===== src/rtl/ifu_pipe.sv =====
// ifu_pipe: decoupled fetch unit with credit-limited imem requests, in-order response tracking and an instruction buffer.
module ifu_pipe #(
  parameter int                 XLEN       = 32,
  parameter logic [XLEN-1:0]    RESET_PC   = '0,
  parameter int                 FIFO_DEPTH = 4
) (
  input  logic            clk_i,
  input  logic            rstn_i,
  output logic            imem_req_o,
  output logic [XLEN-1:0] imem_addr_o,
  input  logic            imem_gnt_i,
  input  logic            imem_rvalid_i,
  input  logic [31:0]     imem_rdata_i,
  input  logic            redirect_i,
  input  logic [XLEN-1:0] redirect_pc_i,
  output logic            insn_valid_o,
  input  logic            insn_ready_i,
  output logic [31:0]     insn_o,
  output logic [XLEN-1:0] insn_pc_o
);
  localparam int CW = $clog2(FIFO_DEPTH) + 1;
  localparam int PW = $clog2(FIFO_DEPTH);
  localparam logic [CW:0] LIM = (CW+1)'(FIFO_DEPTH);
  logic [XLEN-1:0] fpc_q, fpc_d, rpc_q, rpc_d, tgt;
  logic [CW-1:0]   out_q, out_d, disc_q, disc_d, cnt_q, cnt_d;
  logic [PW-1:0]   wptr_q, wptr_d, rptr_q, rptr_d;
  logic [XLEN-1:0] pc_mem_q [FIFO_DEPTH];
  logic [31:0]     insn_mem_q [FIFO_DEPTH];
  logic            req, gnt_ok, push, pop;
  assign tgt    = redirect_pc_i & ~XLEN'(3);
  // credit covers both buffered words and words still owed by memory
  assign req    = rstn_i && !redirect_i && (({1'b0, cnt_q} + {1'b0, out_q}) < LIM);
  assign gnt_ok = req && imem_gnt_i;
  assign push   = imem_rvalid_i && !redirect_i && (disc_q == '0);
  assign pop    = insn_valid_o && insn_ready_i && !redirect_i;
  always_comb begin
    fpc_d  = redirect_i ? tgt : (gnt_ok ? fpc_q + XLEN'(4) : fpc_q);
    rpc_d  = redirect_i ? tgt : (push ? rpc_q + XLEN'(4) : rpc_q);
    out_d  = redirect_i ? out_q - CW'(imem_rvalid_i) : out_q + CW'(gnt_ok) - CW'(imem_rvalid_i);
    disc_d = redirect_i ? out_q - CW'(imem_rvalid_i) :
             ((imem_rvalid_i && disc_q != '0) ? disc_q - CW'(1) : disc_q);
    cnt_d  = redirect_i ? '0 : cnt_q + CW'(push) - CW'(pop);
    wptr_d = wptr_q + PW'(push);
    rptr_d = redirect_i ? wptr_q : rptr_q + PW'(pop);
  end
  always_ff @(posedge clk_i or negedge rstn_i) begin
    if (!rstn_i) begin
      fpc_q  <= RESET_PC;
      rpc_q  <= RESET_PC;
      out_q  <= '0;
      disc_q <= '0;
      cnt_q  <= '0;
      wptr_q <= '0;
      rptr_q <= '0;
      for (int i = 0; i < FIFO_DEPTH; i++) begin
        pc_mem_q[i]   <= '0;
        insn_mem_q[i] <= '0;
      end
    end else begin
      fpc_q  <= fpc_d;
      rpc_q  <= rpc_d;
      out_q  <= out_d;
      disc_q <= disc_d;
      cnt_q  <= cnt_d;
      wptr_q <= wptr_d;
      rptr_q <= rptr_d;
      if (push) begin
        pc_mem_q[wptr_q]   <= rpc_q;
        insn_mem_q[wptr_q] <= imem_rdata_i;
      end
    end
  end
  assign imem_req_o   = req;
  assign imem_addr_o  = fpc_q;
  assign insn_valid_o = (cnt_q != '0);
  assign insn_o       = insn_mem_q[rptr_q];
  assign insn_pc_o    = pc_mem_q[rptr_q];
  assert property (@(posedge clk_i) disable iff (!rstn_i) push |-> (cnt_q != CW'(FIFO_DEPTH)));
endmodule


===== config.mk =====
export PLATFORM = sky130hd
export DESIGN_NAME = ifu_pipe
export DESIGN_NICKNAME = d
export VERILOG_FILES = /design/src/rtl/ifu_pipe.sv
export SDC_FILE = /design/constraint.sdc
export NUM_CORES = 1
export LEC_CHECK = 0
export CORE_MARGIN = 10
export CORE_UTILIZATION = 40
export CTS_CLUSTER_DIAMETER = 100
export DETAILED_ROUTE_END_ITERATION = 6
export PLACE_DENSITY_LB_ADDON = 0.25
export SKIP_LAST_GASP = 1
export SYNTH_ARGS = -nofsm -noshare
export SYNTH_HDL_FRONTEND = slang
export SYNTH_SLANG_ARGS = --single-unit

===== constraint.sdc =====
create_clock -name clk_i -period 7.35 [get_ports clk_i]
set_clock_uncertainty 0.05 [all_clocks]
set_input_delay 1.47 -clock clk_i [delete_from_list [all_inputs] [get_ports clk_i]]
set_output_delay 1.47 -clock clk_i [all_outputs]
set_load 0.02 [all_outputs]

# == Word level (Yosys, flattened, before mapping) ==
# Index checks and enable logic that the tools add are counted.
# totals
regBits,333
input_bits,70
output_inout_bits,98
word_cells,67
# op_classes
n_addsub,11
magnitude_cmp,4
mux,19
n_bitwise,2
n_reduce_logical,16
# ops
operator,n
$mux 32,9
$bwmux 128,2
$bmux 32 s2,2
$add 32x3->32 const B,2
$demux 32 s2,1
$mux 3,4
$logic_and 1x1->1,9
$sub 3x1->3,3
$add 3x1->3,2
$ge 3x3->1 const B,2
$not 2->3,2
$reduce_bool 2->1,3
$reduce_bool 3->1,2
$add 2x1->2,2
$add 3x3->4,1
$lt 4x3->1 const B,1
$logic_not 3->1,1
$lt 3x1->1 const B,1
$sub 3x1->3 const B,1
$mux 2,1
$logic_not 1->1,1

# == Longest topological paths before layout ==
# Gate-level depths: netlist of the first run.
# logic_depth
word_depth,7
ltp_mapped,12
depth_no_buf,12

# == Worst setup path after synthesis of the first run ==
# Ideal clock, no wire load.
# synth_timing
kind,input to register
from,in rstn_i
to,reg out_q[2]
setup_ns,0.079
t_arrival_ns,3.555
t_required_ns,7.221
slack_ns,3.666
cell_stages,11
path_buffers,1
path_cell_list,nor4b_1 > and4_1 > inv_1 > buf_1 > ha_1 > inv_1 > ha_1 > fa_1 > xor2_1 > o21ai_0 > xor2_1
# synth_between
elab_chain_len,6
# synth_lines
element,line_no,source
"start, declared",8,"input logic rstn_i,"
$logic_and 1x1->1 (2 in a row),32,"assign req = rstn_i && !redirect_i && (({1'b0, cnt_q} + {1'b0, out_q}) < LIM);"
$logic_and 1x1->1,33,assign gnt_ok = req && imem_gnt_i;
$add 3x1->3,39,out_d = redirect_i ? out_q - CW'(imem_rvalid_i) : out_q + CW'(gnt_ok) - CW'(imem_rvalid_i);
$sub 3x1->3,39,
$mux 3,39,
net out_d[2],25,"logic [CW-1:0] out_q, out_d, disc_q, disc_d, cnt_q, cnt_d;"
"end signal, assigned",62,out_q <= out_d;
"end, declared",25,
# The timed path passes the listed nets, and every way through them passes these cells.
# A chain may end at the register's enable or synchronous reset.

# == Worst setup path in the final report of the first run ==
# layout_timing
from,reg rptr_q[0]
to,out insn_pc_o[13]
# layout_between
elab_chain_len,4
# layout_lines
element,line_no,source
"start, declared",26,"logic [PW-1:0] wptr_q, wptr_d, rptr_q, rptr_d;"
"start signal, assigned",66,rptr_q <= rptr_d;
$not 2->3 (implied by the code),77,assign insn_pc_o = pc_mem_q[rptr_q];
$bmux 32 s2,77,
$mux 32 (implied by the code) (2 in a row),77,
"end, declared",19,output logic [XLEN-1:0] insn_pc_o
# No other way between the ends. The select of a mux whose other input is x is not followed.

==> results of run 1 <==
final timing paths:
check | startpoint | to | slack, ns
setup / recovery | rptr_q[0]$_DFF_PN0_ | insn_pc_o[13] | 2.47
hold / removal | pc_mem_q[8]$_DFFE_PN0P_ | pc_mem_q[8]$_DFFE_PN0P_ | 0.43
setup reg to reg | out_q[2]$_DFF_PN0_ | out_q[2]$_DFF_PN0_ | 3.26
hold reg to reg | pc_mem_q[8]$_DFFE_PN0P_ | pc_mem_q[8]$_DFFE_PN0P_ | 0.43
max in group asynchronous | rstn_i | insn_mem_q[79]$_DFFE_PN0P_ | 4.12
min in group asynchronous | rstn_i | insn_mem_q[88]$_DFFE_PN0P_ | 0.88
critical path: cells and delay by family, from the launching register on:
kind | cells | cell delay (ns)
buffers and inverters | 2 | 1.22
DFF | 1 | 1.00
muxes | 1 | 0.58
kinds of logic after synthesis:
family | synth area share [%]
other cells | 0.0252
buf+inv | 2.77
xor+xnor | 2.35
compound gates | 3.65
simple gates | 7.47
mux | 28.4
fa+ha+maj | 1.44
flops | 53.9
sequential cells by signal, summed over array words and instances, names as in the netlist:
signal	cells
imem_addr_o	30
rpc_q	30
insn_mem_q	128
pc_mem_q	120
out_q	3
cnt_q	3
wptr_q	2
disc_q	3
rptr_q	2
area by class of cell:
cell class | count | area (µm²)
repair buffers | 172 | 1710
multi-input cells | 662 | 6490
well taps | 468 | 586
fillers | 3217 | 18600
flip-flops and latches | 321 | 8040
clock buffers | 59 | 1160
clock inverters | 7 | 66.3
inverters | 22 | 82.6
routing by layer:
metal / routed length [µm] / track usage [%] / up-vias / share of wire [%]
li1: - / - / 4228 / -
met1: 16300 / 22.2 / 4843 / 46
met2: 16100 / 24.2 / 261 / 46
met3: 2480 / 3.90 / 41 / 7.0
met4: 519 / 3.25 / 0 / 1.5
met5: 0 / 0 / - / 0
stage by stage:
step	worst slack [ns]	util, %	instance area [µm²]	total power [mW]
final	2.47	49.4	18100	7.28
after global routing	2.22	49.4	18100	7.72
after global placement	2.07	46.1	16900	5.46
after detailed placement	2.00	46.1	16900	5.53
after CTS	2.33	49.4	18100	7.41
after floorplan	3.67	-	14900	4.45
synthesized netlist by cell type (3+ instances only):
cell	count	area, µm²
buf_4	4	30.0
nand2b_1	3	18.8
a31o_2	4	35.0
mux4_2	62	1400
o21ai_1	12	60.1
mux2i_1	3	30.0
nand3b_1	4	30.0
nand4_1	19	119
nand2_1	54	203
xor2_1	21	184
xnor2_1	19	166
inv_1	20	75.1
nor2_1	25	93.8
o21ai_0	43	215
buf_2	34	170
nand3_1	35	175
o311ai_0	5	43.8
dfrtp_1	321	8030
o211ai_1	6	45.0
a31oi_1	4	25.0
and3_1	11	68.8
and4_1	5	43.8
nor4_2	6	75.1
clkbuf_1	28	105
mux2_2	232	2610
a21oi_1	9	45.0
nor3_1	9	45.0
nor4_1	4	25.0
o311ai_1	3	26.3
mux2_1	17	191
and2_1	6	37.5
buf_1	4	15.0
ha_1	14	175
placed cells by master (no fill, tap or decap), types with 4 or more instances in the layout:
cell type / instances
buf_4: 10
clkbuf_16: 41
nor4_2: 6
clkbuf_1: 11
nand3_1: 34
a31o_2: 4
and2_1: 6
nor2_1: 25
nand3b_1: 4
nor4_1: 4
conb_1: 4
o21ai_0: 43
clkinv_2: 4
dfrtp_1: 319
a21oi_1: 9
clkbuf_8: 7
ha_1: 14
and3_1: 11
o211ai_1: 6
mux2_2: 232
mux2_1: 17
xor2_1: 21
o311ai_0: 5
nand4_1: 19
o21ai_1: 12
clkdlybuf4s50_1: 159
mux4_2: 62
a31oi_1: 4
xnor2_1: 19
and4_1: 5
nand2_1: 54
nor3_1: 9
inv_1: 20
report_power, final:
group          total, mW  switching (mW)  internal, mW
logic               2.59            1.10          1.49
registers           2.85           0.465          2.39
clock network       1.84           0.715          1.12
total               7.28            2.28          5.00
==> flow_results.xml, run 1 <==
<?xml version="1.0" encoding="UTF-8"?>
<metrics>
  <group name="run_status">
    <metric name="outcome" unit="">finished clean</metric>
  </group>
  <group name="timing">
    <metric name="hold_ws" unit="ns">0.427</metric>
    <metric name="tightestPinTransition" unit="ns">1.19</metric>
    <metric name="rsz0062_at_grt" unit="">false</metric>
    <metric name="hold_viol_final" unit="">0</metric>
    <metric name="slew_violations" unit="">0</metric>
    <metric name="report.final.setup_viol" unit="">0</metric>
    <metric name="max_freq" unit="MHz">205</metric>
    <metric name="finalSetupTns" unit="ns">0</metric>
    <metric name="worst_slew_margin_rel" unit="%">20.7</metric>
    <metric name="period_needed" unit="ns">4.88</metric>
    <metric name="final_min_period_over_clock_period" unit="%">66.4</metric>
  </group>
  <group name="synthesis">
    <metric name="ys_seq_area_share" unit="%">53.9</metric>
    <metric name="netlist_area" unit="µm²">14900</metric>
    <metric name="synthCells" unit="">1074</metric>
    <metric name="synth-async-reset-ratio" unit="%">100</metric>
    <metric name="synth_top_flop_cell" unit="">dfrtp_1</metric>
    <metric name="syn_area_per_cell" unit="µm²">13.9</metric>
    <metric name="synth_seq_cells" unit="">321</metric>
    <metric name="netlist-cell-type-count" unit="">55</metric>
    <metric name="synth_enable_flop_cells" unit="">0</metric>
    <metric name="yosys_warnings" unit="">0</metric>
  </group>
  <group name="cts">
    <metric name="cts.hold.buffers_added" unit="">0</metric>
    <metric name="ctsHtreeMaxLevel" unit="">2</metric>
    <metric name="tritoncts" unit="">built</metric>
    <metric name="cts_setup_buffers" unit="">0</metric>
    <metric name="clk_latency" unit="ns">0.51</metric>
    <metric name="cts-root-to-sink-buffers" unit="">3</metric>
    <metric name="cts-buffers-inserted" unit="">39</metric>
    <metric name="ctsResizeCount" unit="">0</metric>
    <metric name="cts.sink_count" unit="">321</metric>
    <metric name="clockRootBuffer" unit="">clkbuf_16</metric>
    <metric name="cts.reportedPaths.clkPinSlew" unit="ns">0.06</metric>
  </group>
  <group name="grt">
    <metric name="antenna_found_initial" unit="">0</metric>
    <metric name="grt_max_degree" unit="">161</metric>
    <metric name="grt_pass1_vias" unit="">9915</metric>
    <metric name="grt_first_pass_wirelength" unit="µm">57300</metric>
    <metric name="grt.total_usage" unit="%">15.8</metric>
    <metric name="gr-total-overflow" unit="">0</metric>
  </group>
  <group name="place">
    <metric name="dp.final_hpwl" unit="µm">22900</metric>
    <metric name="place_congestion" unit="">0.821</metric>
    <metric name="placedCellCount" unit="">1645</metric>
    <metric name="port-buffer-count" unit="">161</metric>
  </group>
  <group name="setup_path">
    <metric name="timing.setup.critical_path_class" unit="">register to output port</metric>
    <metric name="cp_data_required_time" unit="ns">5.83</metric>
    <metric name="crit_path_max_fanout" unit="">39</metric>
    <metric name="worst_setup_path_start_kind" unit="">register</metric>
    <metric name="critical-path-max-stage-delay" unit="ns">1.00</metric>
    <metric name="worstPathArrival" unit="ns">3.36</metric>
    <metric name="critical-path-slowest-cell" unit="">dfrtp_4</metric>
    <metric name="end_kind" unit="">output port</metric>
    <metric name="cp_cell_sequence" unit="">buf_4, mux4_2, clkdlybuf4s50_1</metric>
    <metric name="worst_reg2reg_path_depth" unit="">11</metric>
  </group>
  <group name="run">
    <metric name="maxCapViolations" unit="">0</metric>
  </group>
  <group name="power_and_ir_drop">
    <metric name="power-per-cell-area" unit="nW/µm²">402</metric>
    <metric name="power.leakage" unit="nW">7.96</metric>
    <metric name="vdd_ir_drop_max" unit="mV">0.176</metric>
  </group>
  <group name="floorplan">
    <metric name="initial_core_util" unit="%">40.6</metric>
    <metric name="fp.dieW" unit="µm">213</metric>
    <metric name="fp.dieArea" unit="µm²">45400</metric>
    <metric name="row_count" unit="">70</metric>
    <metric name="die_h" unit="µm">213</metric>
    <metric name="pin_count" unit="">168</metric>
    <metric name="coreArea" unit="µm²">36700</metric>
  </group>
  <group name="cells_and_area">
    <metric name="area_delta_synth_final" unit="%">21.7</metric>
    <metric name="final_layout_size_suffix_gt1_share" unit="%">31.1</metric>
    <metric name="antenna-diode-count" unit="">0</metric>
    <metric name="layoutNonFillerInstCount" unit="">1711</metric>
    <metric name="final_nets" unit="">1304</metric>
  </group>
  <group name="worst_hold_path">
    <metric name="hold_path_depth" unit="">2</metric>
    <metric name="hp-class" unit="">register to register</metric>
  </group>
  <group name="route">
    <metric name="via_per_inst" unit="">5.48</metric>
    <metric name="route.antenna.remaining_nets" unit="">0</metric>
    <metric name="post_detailed_route_drc_marker_count" unit="">0</metric>
    <metric name="totalWireLength" unit="µm">35400</metric>
    <metric name="dr_total_vias" unit="">9373</metric>
    <metric name="avgRoutedWirePerCell" unit="µm">20.7</metric>
    <metric name="drt_pass_1_iters" unit="">5</metric>
    <metric name="drt_first_iter_violations" unit="">492</metric>
  </group>
</metrics>
Note: power is estimated with default switching activity, not from simulation.
==> inputs of run 2 (changes only) <==
Clock period 7.35 ns to 4.97 ns, I/O delays scaled along.
==> flow_results.xml, run 2 (synthesized netlist as in run 1, its figures left out) <==
<?xml version="1.0" encoding="UTF-8"?>
<metrics>
  <group name="run_status">
    <metric name="outcome" unit="">finished clean</metric>
  </group>
  <group name="cts">
    <metric name="cts.hold.buffers_added" unit="">0</metric>
    <metric name="cts.reportedPaths.clkPinSlew" unit="ns">0.05</metric>
    <metric name="cts-buffers-inserted" unit="">38</metric>
    <metric name="tritoncts" unit="">built</metric>
    <metric name="clockRootBuffer" unit="">clkbuf_16</metric>
    <metric name="cts-root-to-sink-buffers" unit="">3</metric>
    <metric name="ctsResizeCount" unit="">0</metric>
    <metric name="ctsHtreeMaxLevel" unit="">2</metric>
    <metric name="clk_latency" unit="ns">0.52</metric>
    <metric name="cts.sink_count" unit="">321</metric>
    <metric name="cts_setup_buffers" unit="">0</metric>
  </group>
  <group name="timing">
    <metric name="final_min_period_over_clock_period" unit="%">77.9</metric>
    <metric name="period_needed" unit="ns">3.87</metric>
    <metric name="report.final.setup_viol" unit="">0</metric>
    <metric name="max_freq" unit="MHz">258</metric>
    <metric name="hold_viol_final" unit="">0</metric>
    <metric name="hold_ws" unit="ns">0.288</metric>
    <metric name="tightestPinTransition" unit="ns">1.08</metric>
    <metric name="finalSetupTns" unit="ns">0</metric>
    <metric name="slew_violations" unit="">0</metric>
    <metric name="worst_slew_margin_rel" unit="%">27.5</metric>
    <metric name="rsz0062_at_grt" unit="">false</metric>
  </group>
  <group name="route">
    <metric name="drt_pass_1_iters" unit="">4</metric>
    <metric name="dr_total_vias" unit="">9437</metric>
    <metric name="totalWireLength" unit="µm">35500</metric>
    <metric name="drt_first_iter_violations" unit="">431</metric>
    <metric name="avgRoutedWirePerCell" unit="µm">20.7</metric>
    <metric name="via_per_inst" unit="">5.49</metric>
    <metric name="post_detailed_route_drc_marker_count" unit="">0</metric>
    <metric name="route.antenna.remaining_nets" unit="">0</metric>
  </group>
  <group name="power_and_ir_drop">
    <metric name="power-per-cell-area" unit="nW/µm²">592</metric>
    <metric name="vdd_ir_drop_max" unit="mV">0.204</metric>
    <metric name="power.leakage" unit="nW">8.00</metric>
    <metric name="p_total" unit="mW">10.8</metric>
  </group>
  <group name="cells_and_area">
    <metric name="design_area" unit="µm²">18200</metric>
    <metric name="largest_register_ffs" unit="">128</metric>
    <metric name="layoutNonFillerInstCount" unit="">1719</metric>
    <metric name="max_flop_register" unit="">insn_mem_q</metric>
    <metric name="final_layout_size_suffix_gt1_share" unit="%">31.7</metric>
    <metric name="reg.largest.list" unit="">insn_mem_q: 128 flops, pc_mem_q: 120 flops</metric>
    <metric name="mostFrequentLayoutCell" unit="">dfrtp_1</metric>
    <metric name="layout_common_cells" unit="">dfrtp_1 (319), mux2_2 (232), clkdlybuf4s50_1 (159)</metric>
    <metric name="antenna-diode-count" unit="">0</metric>
    <metric name="final_nets" unit="">1309</metric>
    <metric name="area_delta_synth_final" unit="%">22.1</metric>
  </group>
  <group name="setup_path">
    <metric name="cp_cell_sequence" unit="">buf_4, mux4_2, clkdlybuf4s50_1</metric>
    <metric name="rrSetupSlack" unit="ns">1.61</metric>
    <metric name="worst_reg2reg_path_depth" unit="">11</metric>
    <metric name="worstPathArrival" unit="ns">2.83</metric>
    <metric name="crit_path_max_fanout" unit="">24</metric>
    <metric name="worstPathBufferInverterCount" unit="">2</metric>
    <metric name="cp_num_cells" unit="">3</metric>
    <metric name="cp_data_required_time" unit="ns">3.93</metric>
    <metric name="end_kind" unit="">output port</metric>
    <metric name="timing.setup.critical_path_class" unit="">register to output port</metric>
    <metric name="critical-path-max-stage-delay" unit="ns">0.77</metric>
    <metric name="worst_setup_path_start_kind" unit="">register</metric>
    <metric name="critical-path-slowest-cell" unit="">dfrtp_4</metric>
    <metric name="family_with_the_most_delay_on_the_worst_path" unit="">buffers and inverters</metric>
  </group>
  <group name="place">
    <metric name="placedCellCount" unit="">1651</metric>
    <metric name="place_congestion" unit="">0.817</metric>
    <metric name="port-buffer-count" unit="">161</metric>
    <metric name="post_dp_cell_area" unit="µm²">17000</metric>
    <metric name="dp.final_hpwl" unit="µm">23400</metric>
  </group>
  <group name="grt">
    <metric name="gr-total-overflow" unit="">0</metric>
    <metric name="grt_util_met1" unit="%">22.2</metric>
    <metric name="grt_pass1_vias" unit="">10000</metric>
    <metric name="grt_max_degree" unit="">69</metric>
    <metric name="globalRouteMet2Util" unit="%">24.7</metric>
    <metric name="grt_first_pass_wirelength" unit="µm">57500</metric>
    <metric name="grt.total_usage" unit="%">16.0</metric>
    <metric name="grt_busiest_layer" unit="">met2</metric>
    <metric name="met3_usage" unit="%">3.87</metric>
    <metric name="antenna_found_initial" unit="">0</metric>
  </group>
  <group name="floorplan">
    <metric name="fp.dieArea" unit="µm²">45400</metric>
    <metric name="die_h" unit="µm">213</metric>
    <metric name="row_count" unit="">70</metric>
    <metric name="pin_count" unit="">168</metric>
    <metric name="coreArea" unit="µm²">36700</metric>
    <metric name="initial_core_util" unit="%">40.6</metric>
    <metric name="fp.dieW" unit="µm">213</metric>
  </group>
  <group name="worst_hold_path">
    <metric name="hp-class" unit="">primary input to async pin</metric>
  </group>
  <group name="run">
    <metric name="maxCapViolations" unit="">0</metric>
  </group>
</metrics>
[run 2: power by group]
group	leakage [nW]	switching (mW)	total (mW)	internal (mW)
sequential	4.13	0.635	4.17	3.53
clock	0.606	1.07	2.69	1.63
combinational	3.27	1.68	3.91	2.23
total	8.00	3.38	10.8	7.39
[run 2: routing by layer]
metal	vias to the layer above	part of all wire, %
li1	4251	-
met1	4898	46
met2	245	46
met3	43	6.1
met4	0	1.7
met5	-	0
[run 2: cell type report]
cell class / count / area (µm²)
fill: 3199 / 18500
timing repair buffer: 178 / 1780
clock buffer: 57 / 1130
sequential: 321 / 8040
clock inverter: 11 / 86.3
multi-input combinational: 662 / 6490
inverter: 22 / 82.6
tap: 468 / 586
[run 2: per-stage QoR]
stage	util, %	setup slack [ns]
floorplan	-	1.76
global placement	46.2	1.10
detailed placement	46.2	1.05
CTS	49.6	0.985
global route	49.6	0.924
finish	49.6	1.10
[run 2: path summary, 6_finish.rpt]
check,from,end
worst max-delay path,rptr_q[0]$_DFF_PN0_,insn_o[27]
worst min-delay path,rstn_i,pc_mem_q[4]$_DFFE_PN0P_
worst max register to register,out_q[2]$_DFF_PN0_,out_q[2]$_DFF_PN0_
worst min register to register,pc_mem_q[8]$_DFFE_PN0P_,pc_mem_q[8]$_DFFE_PN0P_
max in group asynchronous,rstn_i,pc_mem_q[80]$_DFFE_PN0P_
min in group clk_i,pc_mem_q[8]$_DFFE_PN0P_,pc_mem_q[8]$_DFFE_PN0P_
